## src/rtl/mips_define.sv

```systemverilog
// Shared MIPS definitions: CP0 operation encodings and CP0 register addresses.
package mips_define;

  localparam int unsigned XLEN      = 32;
  localparam int unsigned REG_AW    = 5;
  localparam int unsigned IRQ_IDX_W = 3;

  typedef enum logic [1:0] {
    OP_NONE = 2'd0,
    OP_MFC0 = 2'd1,
    OP_MTC0 = 2'd2,
    OP_ERET = 2'd3
  } cp0_op_e;

  localparam logic [REG_AW-1:0] CP0_STATUS = 5'd12;
  localparam logic [REG_AW-1:0] CP0_CAUSE  = 5'd13;
  localparam logic [REG_AW-1:0] CP0_EPC    = 5'd14;
  localparam logic [REG_AW-1:0] CP0_EHBR   = 5'd15;

endpackage

```

## src/rtl/cp0_vec_if.sv

```systemverilog
// Pipeline-facing bundle of the CP0 block: register ports, interrupt lines, redirect.
interface cp0_vec_if
  import mips_define::*;
#(
  parameter int unsigned NUM_IRQ = 4
);
  cp0_op_e               oper;
  logic [REG_AW-1:0]     addr_r;
  logic [XLEN-1:0]       data_r;
  logic [REG_AW-1:0]     addr_w;
  logic [XLEN-1:0]       data_w;
  logic                  ir_en;
  logic [NUM_IRQ-1:0]    ir_in;
  logic [XLEN-1:0]       ret_addr;
  logic                  jump_en;
  logic [XLEN-1:0]       jump_addr;

  modport master (
    output oper, addr_r, addr_w, data_w, ir_en, ir_in, ret_addr,
    input  data_r, jump_en, jump_addr
  );

  modport slave (
    input  oper, addr_r, addr_w, data_w, ir_en, ir_in, ret_addr,
    output data_r, jump_en, jump_addr
  );
endinterface

```

## src/rtl/cp0_prio_enc.sv

```systemverilog
// Lowest-index-wins priority encoder over the pending-and-unmasked interrupt lines.
module cp0_prio_enc
  import mips_define::*;
#(
  parameter int unsigned NUM_IRQ = 4
) (
  input  logic [NUM_IRQ-1:0]   req,
  output logic                 valid,
  output logic [IRQ_IDX_W-1:0] index
);

  // Scan from the top so the lowest set line is the last assignment.
  always_comb begin
    valid = 1'b0;
    index = '0;
    for (int i = int'(NUM_IRQ) - 1; i >= 0; i--) begin
      if (req[i]) begin
        valid = 1'b1;
        index = IRQ_IDX_W'(i);
      end
    end
  end

endmodule

```

## src/rtl/cp0_vec.sv

```systemverilog
// CP0 interrupt controller: STATUS/CAUSE/EPC/EHBR, edge-triggered IRQs, take/ERET redirect.
// Macro CP0_VECTOR_EN selects vectored targets (EHBR + index * VEC_STRIDE).
module cp0_vec
  import mips_define::*;
#(
  parameter int unsigned     NUM_IRQ    = 4,
  parameter logic [XLEN-1:0] VEC_STRIDE = 32'h20
) (
  input logic       clk,
  input logic       rst,
  cp0_vec_if.slave  bus
);

`ifdef CP0_VECTOR_EN
  localparam bit VECTORED = 1'b1;
`else
  localparam bit VECTORED = 1'b0;
`endif
  localparam logic [XLEN-1:0] VEC_STEP = VECTORED ? VEC_STRIDE : '0;

  logic                 ie_q, ie_d, exl_q, exl_d;
  logic [NUM_IRQ-1:0]   im_q, im_d, ip_q, ip_d, ir_prev_q, ir_prev_d;
  logic [IRQ_IDX_W-1:0] id_q, id_d;
  logic [XLEN-1:0]      epc_q, epc_d, ehbr_q, ehbr_d;
  logic                 jump_en_q, jump_en_d;
  logic [XLEN-1:0]      jump_addr_q, jump_addr_d;

  logic [NUM_IRQ-1:0]   pending, rise, clr_mask;
  logic                 win_valid, eret, mtc0, take;
  logic [IRQ_IDX_W-1:0] win_idx;
  logic [XLEN-1:0]      rdata;

  assign pending = ip_q & im_q;

  cp0_prio_enc #(.NUM_IRQ(NUM_IRQ)) u_prio (
    .req   (pending),
    .valid (win_valid),
    .index (win_idx)
  );

  assign rise     = bus.ir_in & ~ir_prev_q;
  assign eret     = (bus.oper == OP_ERET);
  assign mtc0     = (bus.oper == OP_MTC0);
  // Decision uses pre-write state; ERET has priority over a take.
  assign take     = bus.ir_en & ie_q & ~exl_q & win_valid & ~eret;
  assign clr_mask = NUM_IRQ'(1) << win_idx;

  always_comb begin
    ie_d        = ie_q;
    exl_d       = exl_q;
    im_d        = im_q;
    ip_d        = ip_q;
    id_d        = id_q;
    epc_d       = epc_q;
    ehbr_d      = ehbr_q;
    ir_prev_d   = bus.ir_in;
    jump_en_d   = 1'b0;
    jump_addr_d = jump_addr_q;

    if (mtc0) begin
      case (bus.addr_w)
        CP0_STATUS: begin
          ie_d  = bus.data_w[0];
          exl_d = bus.data_w[1];
          im_d  = bus.data_w[8 +: NUM_IRQ];
        end
        CP0_CAUSE: ip_d   = ip_q & ~bus.data_w[8 +: NUM_IRQ];
        CP0_EPC:   epc_d  = bus.data_w;
        CP0_EHBR:  ehbr_d = bus.data_w;
        default: ;
      endcase
    end

    // Take/ERET updates are applied after the write so they override it.
    if (eret) begin
      exl_d       = 1'b0;
      jump_en_d   = 1'b1;
      jump_addr_d = epc_q;
    end else if (take) begin
      epc_d       = bus.ret_addr;
      exl_d       = 1'b1;
      ip_d        = ip_d & ~clr_mask;
      id_d        = win_idx;
      jump_en_d   = 1'b1;
      jump_addr_d = ehbr_q + XLEN'(win_idx) * VEC_STEP;
    end

    // A fresh edge beats any clear in the same cycle.
    ip_d = ip_d | rise;
  end

  always_ff @(posedge clk) begin
    if (rst) begin
      ie_q        <= 1'b0;
      exl_q       <= 1'b0;
      im_q        <= '0;
      ip_q        <= '0;
      id_q        <= '0;
      epc_q       <= '0;
      ehbr_q      <= '0;
      ir_prev_q   <= '0;
      jump_en_q   <= 1'b0;
      jump_addr_q <= '0;
    end else begin
      ie_q        <= ie_d;
      exl_q       <= exl_d;
      im_q        <= im_d;
      ip_q        <= ip_d;
      id_q        <= id_d;
      epc_q       <= epc_d;
      ehbr_q      <= ehbr_d;
      ir_prev_q   <= ir_prev_d;
      jump_en_q   <= jump_en_d;
      jump_addr_q <= jump_addr_d;
    end
  end

  always_comb begin
    rdata = '0;
    case (bus.addr_r)
      CP0_STATUS: begin
        rdata[0]            = ie_q;
        rdata[1]            = exl_q;
        rdata[8 +: NUM_IRQ] = im_q;
      end
      CP0_CAUSE: begin
        rdata[8 +: NUM_IRQ] = ip_q;
        rdata[4:2]          = id_q;
      end
      CP0_EPC:  rdata = epc_q;
      CP0_EHBR: rdata = ehbr_q;
      default: ;
    endcase
  end

  assign bus.data_r    = rdata;
  assign bus.jump_en   = jump_en_q;
  assign bus.jump_addr = jump_addr_q;

endmodule
```

## src/flat_wrapper.sv

```systemverilog
// flat-port wrapper written by rule: the top's interface ports become plain ports
module cp0_vec_flat import mips_define::*;
#(
  parameter int unsigned     NUM_IRQ    = 4,
  parameter logic [XLEN-1:0] VEC_STRIDE = 32'h20
)
  (clk, rst, bus_oper, bus_addr_r, bus_addr_w, bus_data_w, bus_ir_en, bus_ir_in, bus_ret_addr, bus_data_r, bus_jump_en, bus_jump_addr);
  cp0_vec_if #(.NUM_IRQ(NUM_IRQ)) bus_i ();
  input logic clk;
  input logic rst;
  input wire logic [$bits(bus_i.oper)-1:0] bus_oper;
  input wire logic [$bits(bus_i.addr_r)-1:0] bus_addr_r;
  input wire logic [$bits(bus_i.addr_w)-1:0] bus_addr_w;
  input wire logic [$bits(bus_i.data_w)-1:0] bus_data_w;
  input wire logic [$bits(bus_i.ir_en)-1:0] bus_ir_en;
  input wire logic [$bits(bus_i.ir_in)-1:0] bus_ir_in;
  input wire logic [$bits(bus_i.ret_addr)-1:0] bus_ret_addr;
  output wire logic [$bits(bus_i.data_r)-1:0] bus_data_r;
  output wire logic [$bits(bus_i.jump_en)-1:0] bus_jump_en;
  output wire logic [$bits(bus_i.jump_addr)-1:0] bus_jump_addr;
  assign bus_i.oper = bus_oper;
  assign bus_i.addr_r = bus_addr_r;
  assign bus_i.addr_w = bus_addr_w;
  assign bus_i.data_w = bus_data_w;
  assign bus_i.ir_en = bus_ir_en;
  assign bus_i.ir_in = bus_ir_in;
  assign bus_i.ret_addr = bus_ret_addr;
  assign bus_data_r = bus_i.data_r;
  assign bus_jump_en = bus_i.jump_en;
  assign bus_jump_addr = bus_i.jump_addr;
  cp0_vec #(.NUM_IRQ(NUM_IRQ), .VEC_STRIDE(VEC_STRIDE)) u_core (.clk(clk), .rst(rst), .bus(bus_i));
endmodule
```

## config.mk

```make
export PLATFORM = sky130hd
export DESIGN_NAME = cp0_vec_flat
export DESIGN_NICKNAME = d
export VERILOG_FILES = /design/src/rtl/mips_define.sv /design/src/rtl/cp0_vec_if.sv /design/src/rtl/cp0_prio_enc.sv /design/src/rtl/cp0_vec.sv /design/src/flat_wrapper.sv
export SDC_FILE = /design/constraint.sdc
export NUM_CORES = 1
export LEC_CHECK = 0
export CORE_MARGIN = 10
export CORE_UTILIZATION = 52
export CTS_BUF_LIST = sky130_fd_sc_hd__clkbuf_4
export DETAILED_ROUTE_END_ITERATION = 16
export PLACE_DENSITY = 0.88
export SLEW_MARGIN = 15
export SYNTH_ARGS = -nofsm -noshare
export SYNTH_HDL_FRONTEND = slang
export SYNTH_SLANG_ARGS = --single-unit
```

## constraint.sdc

```tcl
create_clock -name clk -period 4.1 [get_ports clk]
set_input_delay 0.82 -clock clk [delete_from_list [all_inputs] [get_ports clk]]
set_output_delay 0.82 -clock clk [all_outputs]
set_load 0.01 [all_outputs]
```

== Yosys cells after proc, flatten, opt, wreduce, memory -nomap -nowiden ==
Cells that the tools add are included.
W data, S select, Z words.

* Register bits after elaboration: 114
* Input port bits: 83
* Output and inout bits: 65
* Logic and storage cells: 71

* Equal/unequal tests: 10
* Shift operators: 1
* Muxes and demuxes: 28
* Bitwise operators: 14
* Reductions and logical operators: 8

{| class="wikitable"
|+ Operator list
! operator !! count
|-
| $mux W32 || 6
|-
| $eq A5 B4 Y1 const B || 8
|-
| $pmux W20 S2 || 1
|-
| $and A4 B4 Y4 || 4
|-
| $mux W4 || 4
|-
| $pmux W4 S4 || 1
|-
| $not A4 Y4 || 3
|-
| $mux W1 || 9
|-
| $mux W3 || 3
|-
| $pmux W3 S3 || 1
|-
| $reduce_and A2 Y1 || 4
|-
| $pmux W2 S3 || 1
|-
| $pmux W3 S2 || 1
|-
| $reduce_bool A2 Y1 || 3
|-
| $and A1 B1 Y1 || 4
|-
| $eq A2 B2 Y1 const B || 2
|-
| $or A4 B4 Y4 || 1
|-
| $shl A1 B3 Y4 const A || 1
|-
| $mux W2 || 1
|-
| $not A1 Y1 || 2
|-
| $reduce_or A2 Y1 || 1
|}

== Depth between registers and ports, before layout ==
* Depth in word-level cells: 11
* Depth in mapped cells: 6
* Depth with buffers taken out: 4

== Modules after synthesis ==
From an unflattened synthesis, not the netlist that was laid out.

* Cells, all modules: 674
* Area total of the unflattened synthesis: 5606.6 um^2

{| class="wikitable"
|+ Modules (own cells, without submodules)
! module !! instances !! cells an instance !! area an instance (um^2) !! sequential area each (um^2)
|-
| cp0_vec || 1 || 665 || 5560.3 || 2282.2
|-
| cp0_prio_enc || 1 || 9 || 46.3 || 0.0
|}

== Worst setup path after synthesis ==
Ideal clock, no wire load.

* Kind: input to output
* Start point: input bus_addr_r[3]
* End point: output bus_data_r[9]
* Data arrival time: 1.773 ns
* Data required time: 3.280 ns
* Path slack: 1.507 ns
* Stages: 5
* Buffers on the path: 1
* Path through: nand3_1 nor3_1 clkbuf_1 a22oi_1 nand2_1

* Word-level cells in the longest chain between the ends: 2
* Elaborated cells between the ends (all ways): 5
* Classes of those cells: eq/ne (4); mux (1)

{| class="wikitable"
|+ Ends and longest elaborated chain
! item !! line !! RTL
|-
| start: declaration || flat_wrapper.sv:12 || <nowiki>input wire logic [$bits(bus_i.addr_r)-1:0] bus_addr_r;</nowiki>
|-
| $eq A5 B4 Y1 || cp0_vec.sv:120 || <nowiki>case (bus.addr_r)</nowiki>
|-
| $pmux W4 S4 * || cp0_vec.sv:120 ||
|-
| end: declaration || flat_wrapper.sv:18 || <nowiki>output wire logic [$bits(bus_i.data_r)-1:0] bus_data_r;</nowiki>
|}

Every way passes the cells marked *; elsewhere a longest branch is shown, timed or not.

== Worst setup path in the final report ==
* Start point: input bus_addr_r[1]
* End point: output bus_data_r[3]

* Word-level cells in the longest chain between the ends: 2
* Elaborated cells between the ends (all ways): 4
* Classes of those cells: eq/ne (3); mux (1)

{| class="wikitable"
|+ Ends and longest elaborated chain
! item !! line
|-
| $eq A5 B4 Y1 || cp0_vec.sv:120
|-
| $pmux W3 S3 * || cp0_vec.sv:120
|}

Marked as above.

==> summary.txt <==
Die
  – Chip width: 117 um
  – Io pins: 148
  – Die Ht: 117 um
  – Die area: 13600 um^2
  – Num rows: 35
  – Area of the core: 9150 um^2
  – Starting Density: 53.0%

Routing
  – Final wirelength: 15.8 mm
  – DR iter-0 viols: 362
  – Drt first pass iters: 8
  – Routed wire per std cell: 19.4 um
  – Vias: 4827
  – Drt drc: 0
  – Vias/cell: 5.92
  – Post-route ant nets: 0

Cells and area
  – Layout Nets: 777
  – Fraction of layout cells with a size suffix above 1: 7.38%
  – Non-Filler Instances: 816
  – Post-layout util: 72.8%
  – Final instance area: 6660 um^2
  – Ant diodes: 0
  – Synthesis-to-layout area growth: 37.3%

Synth
  – Synth area leaders: dfxtp_1 (47%), nand2_1 (8.5%), mux2i_1 (7.8%)
  – Cells after synthesis: 557
  – Syn Area/Cell: 8.71 um^2
  – Compound-Gate Fraction of Synth Area: 23.2%
  – Synth Area in Simple Gates: 15.4%
  – Post-synthesis mux area share: 7.84%
  – Synth area leader: dfxtp_1
  – Post-Synth Adder-Cell Area: 0%
  – Post-synth net total: 640
  – Syn. warnings: 0
  – Main combinational cell family by area after synthesis: compound AO/OA/AOI/OAI gates
  – Post-synthesis register bit count: 113
  – Post-synthesis sequential area ratio: 46.6%
  – Area share of the largest cell type after synthesis: 46.6%
  – Synthesized area: 4850 um^2
  – Unique masters post-synth: 37
  – XOR/XNOR Fraction of Synth Area: 0%

Clock tree
  – Post-CTS sizing: 0
  – CTS root buf: clkbuf_4
  – Clk slew on worst S/H paths: 0.08 ns
  – CTS Buf Count: 17
  – CTS max path bufs: 2
  – Clk sinks: 113
  – Post-CTS Setup Repair Bufs: 0
  – Post-CTS Hold Fix Bufs: 0
  – CTS tree: yes
  – Clock latency on the worst-skew pair: 0.51 ns
  – CTS H-tree lvls: 4

Global route
  – GR Util met2: 39.2%
  – First-pass GRT wire length: 24.5 mm
  – GR met3 Demand/Resource: 9.50%
  – Initial antenna violation count: 0
  – Global route overflow: 0
  – Gr busiest metal: met2
  – Met1 Resource Use GR: 25.0%
  – Pin count of the biggest net entering global routing: 77
  – Vias in the first global route: 4932
  – Tot GR Track Use: 22.9%

Placement
  – GP Congestion: 0.864
  – Hpwl dp: 10.6 mm
  – DP Area: 6380 um^2
  – DP Worst Slack: 0.473 ns
  – Buffers on Ports: 147
  – Post-placement cell count: 786

Timing
  – Minimum clock period: 3.65 ns
  – Worst slew pin tran: 0.865 ns
  – Slew HR: 42.3%
  – Fmax: 0.274 GHz
  – Setup Viol. Count Final: 0
  – Final hold viol count: 0
  – RSZ-0062 raised after global routing: no
  – Clock skew: 0.0193 ns
  – Pins Over Slew Limit: 0
  – Final period util: 89.1%
  – Setup WS post-layout: 0.448 ns
  – Setup TNS: 0 ns
  – Hold slack: 0.476 ns

Setup path
  – Crit end category: primary output
  – Critical path class: primary input to primary output
  – Crit path arrival time: 2.83 ns
  – Worst Path Required: 3.28 ns
  – Critical Path Start Type: primary input
  – Maximum fanout along the worst path: 32

Power and ir drop
  – PnR Total Power: 2.10 mW
  – Part of the power in registers: 53.0%
  – Power Internal: 1.61 mW
  – Switching Power: 0.493 mW
  – Pwr/cell area: 316 nW/um^2
  – Leakage: 2.60 nW
  – Sw frac: 23.4%
  – VDD IR max: 0.000193 V
  – Clock group share of total power: 39.7%
  – Logic gate share of total power: 7.3%

Status
  – Status: finished clean

Hold path
  – Min-delay worst type: flop to flop

Job
  – Max cap viols: 0
==> state kept, by name (all words and copies together) (netlist names) <==
register	flops
u_core.bus.jump_addr	32
u_core.bus.jump_en	1
u_core.ehbr_q	32
u_core.epc_q	32
u_core.exl_q	1
u_core.id_q	2
u_core.ie_q	1
u_core.im_q	4
u_core.ip_q	4
u_core.ir_prev_q	4
==> cells by family after synthesis <==
logic type	after synthesis
muxes	38
and+or+nand+nor	175
AOI/OAI and AO/OA	149
buffers and inverters	82
DFF	113
==> worst paths after layout <==
| path | start | end | slack [ns] | cells past startpoint |
|---|---|---|---|---|
| min reg2reg | u_core.ehbr_q[19] | u_core.ehbr_q[19] | 0.48 | 2 |
| max | bus_addr_r[1] | bus_data_r[3] | 0.45 | 7 |
| max reg2reg | u_core.ip_q[2] | u_core.bus.jump_addr[8] | 1.97 | 5 |
| min | u_core.ehbr_q[19] | u_core.ehbr_q[19] | 0.48 | 2 |
==> final cells by class <==
cell class	count	area, um^2
clock buffers	18	135
inverters	39	146
clock inverters	12	144
multi-input cells	362	2270
repair buffers	161	1570
flip-flops and latches	113	2260
well taps	111	139
fillers	680	2490
==> power by group through the flow <==
stage | Combinational, mW | Clock, mW | Sequential, mW
2_1_floorplan | 0.0434 | 0 | 1.14
3_3_place_gp | 0.150 | 0 | 1.14
3_5_place_dp | 0.152 | 0 | 1.14
4_1_cts | 0.153 | 0.846 | 1.11
5_1_grt | 0.162 | 0.904 | 1.12
6_report | 0.154 | 0.835 | 1.11
==> synth_stat cells <==
cell type	n
a211oi_1	33
a21oi_1	36
a222oi_1	4
a22o_1	26
a22oi_1	10
a32o_1	1
a32oi_1	1
a41o_1	3
and2_0	1
and3b_1	1
buf_1	1
buf_2	3
buf_4	1
buf_6	3
clkbuf_1	35
dfxtp_1	113
inv_1	39
mux2i_1	38
nand2_1	110
nand2b_1	1
nand2b_4	1
nand3_1	4
nand3b_4	1
nand4_1	1
nand4b_1	1
nor2_1	38
nor2b_1	7
nor3_1	3
nor4_1	2
o2111a_1	1
o211ai_1	1
o21ai_0	1
o221ai_1	32
or3_1	1
or3b_2	1
or4_1	1
or4b_1	1
==> metal layers <==
metal	up-vias	part of all wire [%]	routed length (um)
li1	2265	-	-
met1	2274	39	6140
met2	250	48	7630
met3	38	10	1650
met4	0	2.4	384
met5	-	0	0
==> critical path, stage by stage <==
cell             delay, ns
clkdlybuf4s50_1       0.50
nand3_1               0.13
nor2_2                0.13
buf_4                 0.38
a222oi_1              0.16
inv_1                 0.11
clkdlybuf4s50_1       0.59
==> cells in the final DEF (no fill, tap or decap), types with 18 or more instances in the layout <==
master           count
a21oi_1             36
a22o_1              26
clkbuf_4            18
a211oi_1            33
dfxtp_1            113
clkdlybuf4s50_1    146
inv_1               39
mux2i_1             38
o221ai_1            32
nor2_1              37
nand2_1            110
(Power assumes the default switching activity.)
